===== src/rtl/decode_ctrl_stage.sv =====
// RV32I/RV64I decode stage: combinational opcode decode feeding an elastic ID/EX buffer
// with valid/ready handshake, flush, immediate generation and a saturating transfer counter.
module decode_ctrl_stage #(
    parameter int XLEN  = 32,
    parameter int SKID  = 1,
    parameter int CNT_W = 16
) (
    input  logic             clk,
    input  logic             rst_n,
    input  logic             flush_i,
    input  logic             in_valid_i,
    output logic             in_ready_o,
    input  logic [31:0]      instr_i,
    input  logic [XLEN-1:0]  pc_i,
    output logic             out_valid_o,
    input  logic             out_ready_i,
    output logic [XLEN-1:0]  pc_o,
    output logic [XLEN-1:0]  imm_o,
    output logic [4:0]       rd_o,
    output logic [4:0]       rs1_o,
    output logic [4:0]       rs2_o,
    output logic [2:0]       funct3_o,
    output logic [6:0]       funct7_o,
    output logic [13:0]      ctrl_o,
    output logic [CNT_W-1:0] dec_cnt_o
);

    localparam int PW = 2 * XLEN + 39;

    logic signed [11:0] imm_i_s;
    logic signed [11:0] imm_s_s;
    logic signed [12:0] imm_b_s;
    logic signed [31:0] imm_u_s;
    logic signed [20:0] imm_j_s;

    assign imm_i_s = instr_i[31:20];
    assign imm_s_s = {instr_i[31:25], instr_i[11:7]};
    assign imm_b_s = {instr_i[31], instr_i[7], instr_i[30:25], instr_i[11:8], 1'b0};
    assign imm_u_s = {instr_i[31:12], 12'b0};
    assign imm_j_s = {instr_i[31], instr_i[19:12], instr_i[20], instr_i[30:21], 1'b0};

    // ctrl = {illegal,lui,auipc,jal,jalr,op_imm,alu_op[1:0],branch,mem_write,mem_read,reg_write,mem_to_reg,alu_src}
    logic [13:0]     ctrl_d;
    logic [XLEN-1:0] imm_d;

    always_comb begin
        ctrl_d = '0;
        imm_d  = '0;
        case (instr_i[6:0])
            7'b0000011: begin ctrl_d = 14'h000F; imm_d = XLEN'(imm_i_s); end
            7'b0100011: begin ctrl_d = 14'h0011; imm_d = XLEN'(imm_s_s); end
            7'b0110011: begin ctrl_d = 14'h0084; end
            7'b0010011: begin ctrl_d = 14'h0185; imm_d = XLEN'(imm_i_s); end
            7'b1100011: begin ctrl_d = 14'h0060; imm_d = XLEN'(imm_b_s); end
            7'b1101111: begin ctrl_d = 14'h0404; imm_d = XLEN'(imm_j_s); end
            7'b1100111: begin ctrl_d = 14'h0205; imm_d = XLEN'(imm_i_s); end
            7'b0110111: begin ctrl_d = 14'h1004; imm_d = XLEN'(imm_u_s); end
            7'b0010111: begin ctrl_d = 14'h0804; imm_d = XLEN'(imm_u_s); end
            default:    begin ctrl_d = 14'h2000; end
        endcase
    end

    logic [PW-1:0] in_pl;
    logic [PW-1:0] main_pl;
    logic          main_valid;
    logic          accept;
    logic          xfer;

    assign in_pl = {pc_i, imm_d, instr_i[11:7], instr_i[19:15], instr_i[24:20],
                    instr_i[14:12], instr_i[31:25], ctrl_d};
    assign {pc_o, imm_o, rd_o, rs1_o, rs2_o, funct3_o, funct7_o, ctrl_o} = main_pl;
    assign out_valid_o = main_valid;
    assign accept      = in_valid_i && in_ready_o && !flush_i;
    assign xfer        = main_valid && out_ready_i;

    generate
        if (SKID != 0) begin : g_skid
            logic          skid_valid;
            logic [PW-1:0] skid_pl;
            logic          in_ready_q;

            assign in_ready_o = in_ready_q;

            // The head slot refills from skid first; skid only fills while the head is stalled.
            always_ff @(posedge clk or negedge rst_n) begin
                if (!rst_n) begin
                    main_valid <= 1'b0;
                    main_pl    <= '0;
                    skid_valid <= 1'b0;
                    skid_pl    <= '0;
                    in_ready_q <= 1'b1;
                end else if (flush_i) begin
                    main_valid <= 1'b0;
                    skid_valid <= 1'b0;
                    in_ready_q <= 1'b1;
                end else if (xfer || !main_valid) begin
                    if (skid_valid) begin
                        main_pl    <= skid_pl;
                        main_valid <= 1'b1;
                    end else if (accept) begin
                        main_pl    <= in_pl;
                        main_valid <= 1'b1;
                    end else begin
                        main_valid <= 1'b0;
                    end
                    skid_valid <= 1'b0;
                    in_ready_q <= 1'b1;
                end else if (accept) begin
                    skid_pl    <= in_pl;
                    skid_valid <= 1'b1;
                    in_ready_q <= 1'b0;
                end
            end
        end else begin : g_single
            assign in_ready_o = !main_valid || out_ready_i;

            always_ff @(posedge clk or negedge rst_n) begin
                if (!rst_n) begin
                    main_valid <= 1'b0;
                    main_pl    <= '0;
                end else if (flush_i) begin
                    main_valid <= 1'b0;
                end else if (accept) begin
                    main_pl    <= in_pl;
                    main_valid <= 1'b1;
                end else if (xfer) begin
                    main_valid <= 1'b0;
                end
            end
        end
    endgenerate

    always_ff @(posedge clk or negedge rst_n) begin
        if (!rst_n) begin
            dec_cnt_o <= '0;
        end else if (xfer && (dec_cnt_o != '1)) begin
            dec_cnt_o <= dec_cnt_o + 1'b1;
        end
    end

endmodule


===== config.mk =====
export PLATFORM = sky130hd
export DESIGN_NAME = decode_ctrl_stage
export DESIGN_NICKNAME = d
export VERILOG_FILES = /design/src/rtl/decode_ctrl_stage.sv
export SDC_FILE = /design/constraint.sdc
export NUM_CORES = 1
export LEC_CHECK = 0
export ABC_AREA = 1
export CAP_MARGIN = 25
export CORE_MARGIN = 5
export CORE_UTILIZATION = 43
export DETAILED_ROUTE_END_ITERATION = 7
export PLACE_DENSITY = 0.68
export SETUP_SLACK_MARGIN = 0.2
export SYNTH_ARGS = -nofsm -noshare
export SYNTH_HDL_FRONTEND = slang
export SYNTH_SLANG_ARGS = --single-unit

===== constraint.sdc =====
create_clock -name clk -period 2.98 [get_ports clk]
set_input_delay 0.894 -clock clk [delete_from_list [all_inputs] [get_ports clk]]
set_output_delay 0.894 -clock clk [all_outputs]
set_load 0.05 [all_outputs]

==> impl_metrics.tcl <==
set metrics [dict create \
    die_h_um 164 \
    yosysTopAreaCellShare_pct 54.2 \
    crit_path_top_delay_cell "clkdlybuf4s50_1" \
    hp-class "in -> async" \
    finalSetupViolations 0 \
    synth_area_per_cell_um2 7.99 \
    final_layout_size_suffix_gt1_share_pct 5.49 \
    period_share_pct 90.5 \
    totalWireLength_mm 28.1 \
    synthCells 1270 \
    final_nets 1492 \
    cts_resized 0 \
    antenna_left 0 \
    met2_length_mm 12.5 \
    antenna_found_initial 0 \
    r2r-end "dec_cnt_o[5]" \
    first_pass_iters 5 \
    clockBufferDepth 3 \
    ir_drop_v 0.000357 \
    cts.sinks 221 \
    num_vias 8860 \
    die_w_um 164 \
    syn_area_um2 10100 \
    skew_ns 0.00829 \
    ys_ff_latch 221 \
    power_w 0.00909 \
    top_layer "met4" \
    routabilityCongestion 0.886 \
    cp-start-kind "flip-flop" \
    slew_viol_final 0 \
    max_cap_viol_count 0 \
    routedLengthMet1_mm 12.8 \
    dieArea_um2 26800 \
    regToRegSetupSlack_ns 0.85 \
    worstSetupEndpointType "output port" \
    cp_num_buf_inv 1 \
    cp_slowest_stage_delay_ns 0.84 \
    synth_most_common_cell "nand2_1" \
    htree_levels 1 \
    synthTopCellsByCount "nand2_1 (528), dfrtp_1 (220), nor2_1 (104)" \
    arrival_ns 1.80 \
    rsz0062_at_grt "no" \
    viasPerCell 5.04 \
    fmax_ghz 0.371 \
    syn2layout_area_growth_pct 29.1 \
    drtIter0Drc 690 \
    async_flop_share_pct 100 \
    crit_path_max_fanout 5 \
    antenna_cells 0 \
    crit_type "reg -> out" \
    fin_cells 1757 \
    drc 0 \
    wl_per_cell_um 16.0 \
    path_delay_family "buffers and inverters" \
    worstReg2RegStart "dec_cnt_o[0]" \
    synth_edf_count 0 \
    grt_max_degree 101 \
    syn-num-nets 1340 \
    ys_types 31 \
    required_ns 2.09 \
    ys_seq_area_share_pct 54.5 \
    first_global_vias 8391 \
    port_buffers 189 \
    clk_root_buffer_cell "clkbuf_16" \
    tightest_slew_ns 0.638 \
    clkLatencyLatePin_ns 0.51 \
    dpl.hpwl_mm 18.7 \
    cts_setup_buffers 0 \
    post-place-cells 1714 \
    core_area_um2 23300 \
    cts_tree "yes" \
    synth_area_leaders "dfrtp_1 (54%), nand2_1 (20%), a31oi_1 (3.9%), nor2_1 (3.8%), inv_1 (2.3%)" \
    r2r_cells 8 \
    power_leakage_nw 6.34 \
    dr_wl_met3_mm 2.06 \
    run_status "complete, no violations" \
    start_util_pct 43.5 \
    grt_usage_pct 20.7 \
    fin_tns_setup_ns 0 \
    holdBufCountCts 0 \
    cts_made_buffers 25 \
    min_period_ns 2.70 \
    power_density_nw_per_um2 693 \
    grt_overflow 0 \
    maxSlewHeadroom_pct 57.4 \
    yosysTopAreaCell "dfrtp_1" \
    num_rows 56 \
    ios 190 \
    grt_pass1_wl_mm 45.4 \
    clkTransAtPathRegs_ns 0.06 \
    crit_chain "clkdlybuf4s50_1" \
    synth_warnings 0 \
    finalHoldViolations 0 \
    ys.flop_type "dfrtp_1" \
]
[through the flow]
stage	setup WS (ns)	cell area [um2]	utilization, %	hold slack [ns]
after floorplan	1.05	10100	-	0.437
after global placement	0.329	12300	52.7	0.448
after detailed placement	0.242	12300	52.7	0.458
after CTS	0.222	13100	56.1	0.391
after global routing	0.231	13100	56.2	0.411
final	0.284	13100	56.2	0.384
[metal layers]
metal	vias up	global-route usage [%]
li1	4355	-
met1	4173	30.2
met2	285	32.3
met3	47	3.58
met4	0	5.30
met5	-	0
[how the worst max path moves through the flow]
stage            startpoint            endpoint  slack [ns]  depth (start not counted)
2_1_floorplan  dec_cnt_o[0]        dec_cnt_o[8]        1.05                          9
3_3_place_gp     instr_i[1]  g_skid.skid_pl[64]        0.33                         11
3_5_place_dp     instr_i[1]  g_skid.skid_pl[59]        0.24                         11
5_1_grt        dec_cnt_o[4]        dec_cnt_o[4]        0.23                          1
6_report       dec_cnt_o[4]        dec_cnt_o[4]        0.28                          1
4_1_cts          in_ready_o          in_ready_o        0.22                          1
[state kept, by name, indices dropped and copies added, names as in the netlist]
signal	cells
dec_cnt_o	16
g_skid.skid_pl	101
g_skid.skid_valid	1
in_ready_o	1
main_pl	101
out_valid_o	1
[cells by family (layout without fill, tap and decap cells)]
| family | after synthesis | count (layout) | synth area share (%) |
|---|---|---|---|
| AND/OR/NAND/NOR | 713 | 713 | 28.1 |
| flip-flops | 221 | 221 | 54.5 |
| adder cells (fa/ha/maj) | 1 | 1 | 0.123 |
| XOR/XNOR | 14 | 14 | 1.21 |
| AO/OA/AOI/OAI | 175 | 175 | 9.48 |
| buffers and inverters | 146 | 314 | 6.53 |
[power by group]
part | switching [W] | internal [W]
logic | 0.00146 | 0.000764
clock network | 0.00120 | 0.00181
registers | 0.000308 | 0.00354
[cell type report]
| cell class | count | area, um2 |
|---|---|---|
| Clock buffer | 36 | 747 |
| Clock inverter | 7 | 62.6 |
| Fill cell | 2148 | 10200 |
| Inverter | 67 | 253 |
| Multi-Input combinational cell | 903 | 3950 |
| Sequential cell | 221 | 5540 |
| Tap cell | 319 | 399 |
| Timing Repair Buffer | 204 | 2150 |
[placed cells by master, fill, tap and decap left out, types with 2 or more instances in the layout]
cell type          n
a21oi_1           42
a31oi_1           63
buf_12            11
buf_4              4
clkbuf_1           3
clkbuf_16         25
clkbuf_8           8
clkdlybuf4s50_1  185
clkinv_2           6
dfrtp_1          219
dlymetal6s2s_1     3
inv_1             62
inv_2              4
nand2_1          528
nand2_2            6
nand3_1           35
nand3_2            3
nand4_1           22
nor2_1           104
nor2_2             3
nor2_4             2
nor3_1             6
nor3_2             2
nor4_1             2
o21a_1             2
o21ai_0           45
o21ai_1           22
xnor2_1            3
xor2_1            11
Power figures use the tool's default switching activity.
